### src/rtl/oled_spi_rx_pkg.sv
// Shared types and constants for the OLED SPI responder.
// Bus bit positions refer to the synchronised {cs, sclk, sdo, dc} vector.
package oled_spi_rx_pkg;

  typedef enum logic {
    RX_IDLE  = 1'b0,
    RX_SHIFT = 1'b1
  } rx_state_e;

  localparam logic [5:0] OLED_CMD_PAGE_MASK = 6'b101100;

  localparam int BUS_W  = 4;
  localparam int B_CS   = 3;
  localparam int B_SCLK = 2;
  localparam int B_SDO  = 1;
  localparam int B_DC   = 0;

  // cs and sclk idle high
  localparam logic [BUS_W-1:0] BUS_IDLE = 4'b1100;

  function automatic logic is_page_cmd(input logic [7:0] b);
    return b[7:2] == OLED_CMD_PAGE_MASK;
  endfunction

endpackage

### src/rtl/oled_spi_rx_if.sv
// OLED link: SPI lines from the controller plus decoded byte and
// frame-buffer write outputs of the responder.
interface oled_spi_rx_if #(
  parameter int ADDR_W = 9
);
  logic              cs;
  logic              sclk;
  logic              sdo;
  logic              dc;
  logic              byte_valid;
  logic [7:0]        byte_data;
  logic              byte_dc;
  logic              cmd_valid;
  logic              wr_en;
  logic [ADDR_W-1:0] wr_addr;
  logic [7:0]        wr_data;
  logic              frame_done;
  logic              frame_err;

  modport master (
    output cs, sclk, sdo, dc,
    input  byte_valid, byte_data, byte_dc,
    input  cmd_valid, wr_en, wr_addr, wr_data,
    input  frame_done, frame_err
  );

  modport slave (
    input  cs, sclk, sdo, dc,
    output byte_valid, byte_data, byte_dc,
    output cmd_valid, wr_en, wr_addr, wr_data,
    output frame_done, frame_err
  );
endinterface

### src/rtl/oled_spi_rx_sync.sv
// N-flop synchroniser for a small bus plus rising-edge detect on
// one selected bit; every bit sees the same delay.
module oled_spi_rx_sync #(
  parameter int             N        = 2,
  parameter int             W        = 4,
  parameter logic [W-1:0]   RST_VAL  = '0,
  parameter int             RISE_BIT = 0
) (
  input  logic         clk,
  input  logic         rst,
  input  logic [W-1:0] d_i,
  output logic [W-1:0] q_o,
  output logic         rise_o
);

  logic [W-1:0] ff_q [N];
  logic         prev_q;

  always_ff @(posedge clk) begin
    if (rst) begin
      for (int i = 0; i < N; i++) ff_q[i] <= RST_VAL;
      prev_q <= RST_VAL[RISE_BIT];
    end else begin
      ff_q[0] <= d_i;
      for (int i = 1; i < N; i++) ff_q[i] <= ff_q[i-1];
      prev_q <= ff_q[N-1][RISE_BIT];
    end
  end

  assign q_o    = ff_q[N-1];
  assign rise_o = ff_q[N-1][RISE_BIT] & ~prev_q;

endmodule

### src/rtl/oled_spi_rx.sv
// OLED SPI responder: deserialises cs/sclk/sdo/dc into bytes and
// turns data bytes into page-ordered frame-buffer writes.
module oled_spi_rx
  import oled_spi_rx_pkg::*;
#(
  parameter int SYNC_STAGES = 2,
  parameter int FB_BYTES    = 512,
  parameter int ADDR_W      = 9
) (
  input  logic           clk,
  input  logic           rst,
  oled_spi_rx_if.slave   bus
);

  localparam logic [ADDR_W-1:0] LAST_ADDR = ADDR_W'(FB_BYTES - 1);

  logic [BUS_W-1:0] sync_s;
  logic             sclk_rise;

  oled_spi_rx_sync #(
    .N        (SYNC_STAGES),
    .W        (BUS_W),
    .RST_VAL  (BUS_IDLE),
    .RISE_BIT (B_SCLK)
  ) u_sync (
    .clk    (clk),
    .rst    (rst),
    .d_i    ({bus.cs, bus.sclk, bus.sdo, bus.dc}),
    .q_o    (sync_s),
    .rise_o (sclk_rise)
  );

  logic cs_s, sdo_s, dc_s;
  assign cs_s  = sync_s[B_CS];
  assign sdo_s = sync_s[B_SDO];
  assign dc_s  = sync_s[B_DC];

  rx_state_e         state_q;
  logic [2:0]        cnt_q;
  logic [7:0]        sh_q;
  logic              bv_q, bdc_q, cmd_q, wen_q;
  logic              fd_q, fe_q;
  logic [7:0]        bdata_q, wdata_q;
  logic [ADDR_W-1:0] addr_q;

  logic [7:0] byte_d;
  logic       accept_d;

  assign byte_d = {sh_q[6:0], sdo_s};
  // 8th edge wins over a simultaneous cs release
  assign accept_d = (state_q == RX_SHIFT) && sclk_rise
                    && (cnt_q == 3'd7);

  always_ff @(posedge clk) begin
    if (rst) begin
      state_q <= RX_IDLE;
      cnt_q   <= '0;
      sh_q    <= '0;
      bv_q    <= 1'b0;
      bdc_q   <= 1'b0;
      cmd_q   <= 1'b0;
      wen_q   <= 1'b0;
      fd_q    <= 1'b0;
      fe_q    <= 1'b0;
      bdata_q <= '0;
      wdata_q <= '0;
      addr_q  <= '0;
    end else begin
      bv_q  <= 1'b0;
      cmd_q <= 1'b0;
      wen_q <= 1'b0;
      fd_q  <= 1'b0;
      fe_q  <= 1'b0;

      if (accept_d) begin
        bv_q    <= 1'b1;
        bdata_q <= byte_d;
        bdc_q   <= dc_s;
        cmd_q   <= ~dc_s;
        wen_q   <= dc_s;
        if (dc_s) begin
          wdata_q <= byte_d;
          fd_q    <= (addr_q == LAST_ADDR);
        end
      end

      if (bv_q) begin
        if (bdc_q)
          addr_q <= addr_q + 1'b1;
        else if (is_page_cmd(bdata_q))
          addr_q <= ADDR_W'({bdata_q[1:0], 7'd0});
      end

      unique case (state_q)
        RX_IDLE: begin
          if (!cs_s) begin
            state_q <= RX_SHIFT;
            cnt_q   <= '0;
            sh_q    <= '0;
          end
        end
        RX_SHIFT: begin
          if (cs_s) begin
            state_q <= RX_IDLE;
            cnt_q   <= '0;
            sh_q    <= '0;
            fe_q    <= (cnt_q != 3'd0) && !accept_d;
          end else if (sclk_rise) begin
            sh_q  <= byte_d;
            cnt_q <= cnt_q + 3'd1;
          end
        end
        default: state_q <= RX_IDLE;
      endcase
    end
  end

  assign bus.byte_valid = bv_q;
  assign bus.byte_data  = bdata_q;
  assign bus.byte_dc    = bdc_q;
  assign bus.cmd_valid  = cmd_q;
  assign bus.wr_en      = wen_q;
  assign bus.wr_addr    = addr_q;
  assign bus.wr_data    = wdata_q;
  assign bus.frame_done = fd_q;
  assign bus.frame_err  = fe_q;

endmodule

### src/flat_wrapper.sv
// flat-port wrapper written by rule: the top's interface ports become plain ports
module oled_spi_rx_flat import oled_spi_rx_pkg::*;
#(
  parameter int SYNC_STAGES = 2,
  parameter int FB_BYTES    = 512,
  parameter int ADDR_W      = 9
)
  (clk, rst, bus_cs, bus_sclk, bus_sdo, bus_dc, bus_byte_valid, bus_byte_data, bus_byte_dc, bus_cmd_valid, bus_wr_en, bus_wr_addr, bus_wr_data, bus_frame_done, bus_frame_err);
  oled_spi_rx_if #(.ADDR_W(ADDR_W)) bus_i ();
  input  logic clk;
  input  logic rst;
  input wire logic [$bits(bus_i.cs)-1:0] bus_cs;
  input wire logic [$bits(bus_i.sclk)-1:0] bus_sclk;
  input wire logic [$bits(bus_i.sdo)-1:0] bus_sdo;
  input wire logic [$bits(bus_i.dc)-1:0] bus_dc;
  output wire logic [$bits(bus_i.byte_valid)-1:0] bus_byte_valid;
  output wire logic [$bits(bus_i.byte_data)-1:0] bus_byte_data;
  output wire logic [$bits(bus_i.byte_dc)-1:0] bus_byte_dc;
  output wire logic [$bits(bus_i.cmd_valid)-1:0] bus_cmd_valid;
  output wire logic [$bits(bus_i.wr_en)-1:0] bus_wr_en;
  output wire logic [$bits(bus_i.wr_addr)-1:0] bus_wr_addr;
  output wire logic [$bits(bus_i.wr_data)-1:0] bus_wr_data;
  output wire logic [$bits(bus_i.frame_done)-1:0] bus_frame_done;
  output wire logic [$bits(bus_i.frame_err)-1:0] bus_frame_err;
  assign bus_i.cs = bus_cs;
  assign bus_i.sclk = bus_sclk;
  assign bus_i.sdo = bus_sdo;
  assign bus_i.dc = bus_dc;
  assign bus_byte_valid = bus_i.byte_valid;
  assign bus_byte_data = bus_i.byte_data;
  assign bus_byte_dc = bus_i.byte_dc;
  assign bus_cmd_valid = bus_i.cmd_valid;
  assign bus_wr_en = bus_i.wr_en;
  assign bus_wr_addr = bus_i.wr_addr;
  assign bus_wr_data = bus_i.wr_data;
  assign bus_frame_done = bus_i.frame_done;
  assign bus_frame_err = bus_i.frame_err;
  oled_spi_rx #(.SYNC_STAGES(SYNC_STAGES), .FB_BYTES(FB_BYTES), .ADDR_W(ADDR_W)) u_core (.clk(clk), .rst(rst), .bus(bus_i));
endmodule
### config.mk
export PLATFORM = sky130hd
export DESIGN_NAME = oled_spi_rx_flat
export DESIGN_NICKNAME = d
export VERILOG_FILES = /design/src/rtl/oled_spi_rx_pkg.sv /design/src/rtl/oled_spi_rx_if.sv /design/src/rtl/oled_spi_rx_sync.sv /design/src/rtl/oled_spi_rx.sv /design/src/flat_wrapper.sv
export SDC_FILE = /design/constraint.sdc
export NUM_CORES = 1
export LEC_CHECK = 0
export BUFFER_PORTS_ARGS = -buffer_cell sky130_fd_sc_hd__buf_2
export CAP_MARGIN = 20
export CORE_AREA = 4 4 54 80
export CTS_CLUSTER_DIAMETER = 100
export DETAILED_ROUTE_END_ITERATION = 8
export DIE_AREA = 0 0 58 84
export HOLD_SLACK_MARGIN = 0.02
export MAX_ROUTING_LAYER = met4
export PLACE_DENSITY_LB_ADDON = 0.1
export SYNTH_ARGS = -nofsm -noshare
export SYNTH_HDL_FRONTEND = slang
export SYNTH_HIERARCHICAL = 1
export SYNTH_SLANG_ARGS = --single-unit
### constraint.sdc
create_clock -name clk -period 2.25 [get_ports clk]
set_input_delay 0.1125 -clock clk [delete_from_list [all_inputs] [get_ports clk]]
set_output_delay 0.1125 -clock clk [all_outputs]
set_load 0.05 [all_outputs]
==> results.md <==
- Run status: completed
- Syn nets: 225
- Required @ worst endpoint: 2500 ps
- NumNets Final: 261
- Core Area: 3650 µm²
- Most frequent cells in the layout: 51 x dfxtp_1, 40 x nand2_1, 36 x buf_2
- HP Class: input port to flop
- Leakage: 0.925 nW
- RePlAce Congestion: 0.772
- Post-Synthesis Cells: 214
- Pwr Density: 673 nW/µm²
- Final hold viol count: 0
- Post-synthesis cell area: 1920 µm²
- Worst-path clk slew: 80 ps
- Share of layout cells above drive strength 1: 20.3%
- Clock tree root driver cell: clkbuf_8
- Most common cell after layout, fill and taps aside: dfxtp_1
- RSZ-0062 raised after global routing: no
- CP most frequent cell: ha_1
- Final Util: 61.3%
- Max Cap Viol: 0
- CP Class: flop to flop
- Diodes inserted: 0
- Starting Density: 52.7%
- Total gr overflow: 0
- Worst Hold Launch: rst
- Peak Freq: 582 MHz
- FILL cells: 349
- Tcrit/Tclk final: 76.3%
- VDD IR max: 0.576 mV
- # clock sinks: 51
- Synth Area per Inst: 8.98 µm²
- Vias in the first global route: 1388
- Tot GR Track Use: 17.3%
- Startpoint Class: flop
- Worst skew pair latency: 300 ps
- Critical path's largest stage delay: 360 ps
- Iter 0 DRT Violations: 77
- Final setup violation count: 0
- # rows: 27
- Final HPWL DP: 2.61 mm
- CTS buffer count: 5
- Largest net degree at the start of global routing: 47
- P&R area growth vs syn: 16.4%
- Crit path cell chain: ha_1 > ha_1 > and3_1 > nand2_1 > nor2_1 > and2_1
- Routed WL per cell: 12.7 µm
- First-pass GRT wire length: 6.45 mm
- TritonCTS clock tree: yes
- Buffers on Ports: 36
- Die area: 4870 µm²
- Htree depth: 2
- CP max-delay cell: dfxtp_1
- Final slew viol count: 0
- Post-detailed-routing wire length: 3.74 mm
- Capturing element type of the critical path: flop
- Worst slew pin tran: 774 ps
- Die Ht: 84 µm
- I/O pins: 37
- Reg2reg start: u_core/cnt_q[1]
- DRT Pass-1 Iters: 4
- Synthesis warning total: 6
- Final setup TNS: 0 ps
- Max clock buf depth: 2
- Final Skew: 4.24 ps
- Post-route cell area: 2240 µm²
- Setup crit start: u_core/cnt_q[1]
- CP Max Fanout: 11
- Max transition margin: 48.4%
- Post-route minimum period: 1720 ps
- DP Area: 2100 µm²
- Post-route ant nets: 0
- Die width: 58 µm
- Drt via density: 5.25
- DRC errors left: 0
- Routed vias: 1544
- Antenna violations before repair: 0
- WP data arrival: 1960 ps
-- routing by layer --
metal / global-route usage (%) / vias up / share of wire (%)
met5: - / - / 0
met1: 21.2 / 708 / 43
met2: 26.5 / 35 / 49
met3: 4.18 / 6 / 5.5
met4: 7.81 / 0 / 1.9
li1: - / 795 / -
-- registers in the layout (all words and copies together) (netlist names) --
| name | cells |
|---|---|
| u_core/sh_q | 7 |
| u_core/bus.frame_err | 1 |
| u_core/u_sync/prev_q | 1 |
| u_core/bus.frame_done | 1 |
| u_core/bus.wr_en | 1 |
| u_core/bus.byte_valid | 1 |
| u_core/bus.cmd_valid | 1 |
| u_core/bus.wr_addr | 9 |
| u_core/bus.byte_dc | 1 |
| u_core/state_q | 1 |
| u_core/u_sync/ff_q | 8 |
| u_core/bus.byte_data | 8 |
| u_core/cnt_q | 3 |
| u_core/bus.wr_data | 8 |
-- final timing paths --
| check | end | slack, ps | depth (start not counted) |
|---|---|---|---|
| setup reg to reg | u_core/bus.frame_done | 530 | 6 |
| hold / removal | u_core/state_q | 360 | 2 |
| setup / recovery | u_core/bus.frame_done | 530 | 6 |
| hold reg to reg | u_core/u_sync/ff_q[0][6] | 410 | 1 |
-- critical path: cells and delay by family (launching register included) --
kind,cells,cell delay [ps]
DFF,1,360
adders and majority gates,2,300
and+or+nand+nor,4,1010
-- metrics by stage --
step	hold slack (ps)	cells	power (mW)	setup slack (ps)
global placement	291	282	0.964	610
finish	362	294	1.51	533
detailed placement	292	282	0.964	565
global route	411	294	1.57	280
CTS	360	294	1.53	539
floorplan	184	214	0.955	424
-- what timing repair did --
item / CTS / global route
setup buffers: 0 / 0
hold buffers: 4 / 0
gates resized for setup: 0 / 0
hold endpoints to repair: 4 / 0
-- area by class of cell --
cell class,instances,area (µm²),area share (%)
flip-flops and latches,51,1020,45.6
repair buffers,41,228,10.2
well taps,43,53.8,2.40
multi-input cells,145,812,36.3
inverters,6,22.5,1.01
clock buffers,8,100,4.47
-- power by group --
| part | internal, mW | switching, mW |
|---|---|---|
| sequential | 0.909 | 0.00365 |
| combinational | 0.0147 | 0.0200 |
| clock | 0.281 | 0.277 |
| total | 1.20 | 0.301 |
(Power assumes the default switching activity.)
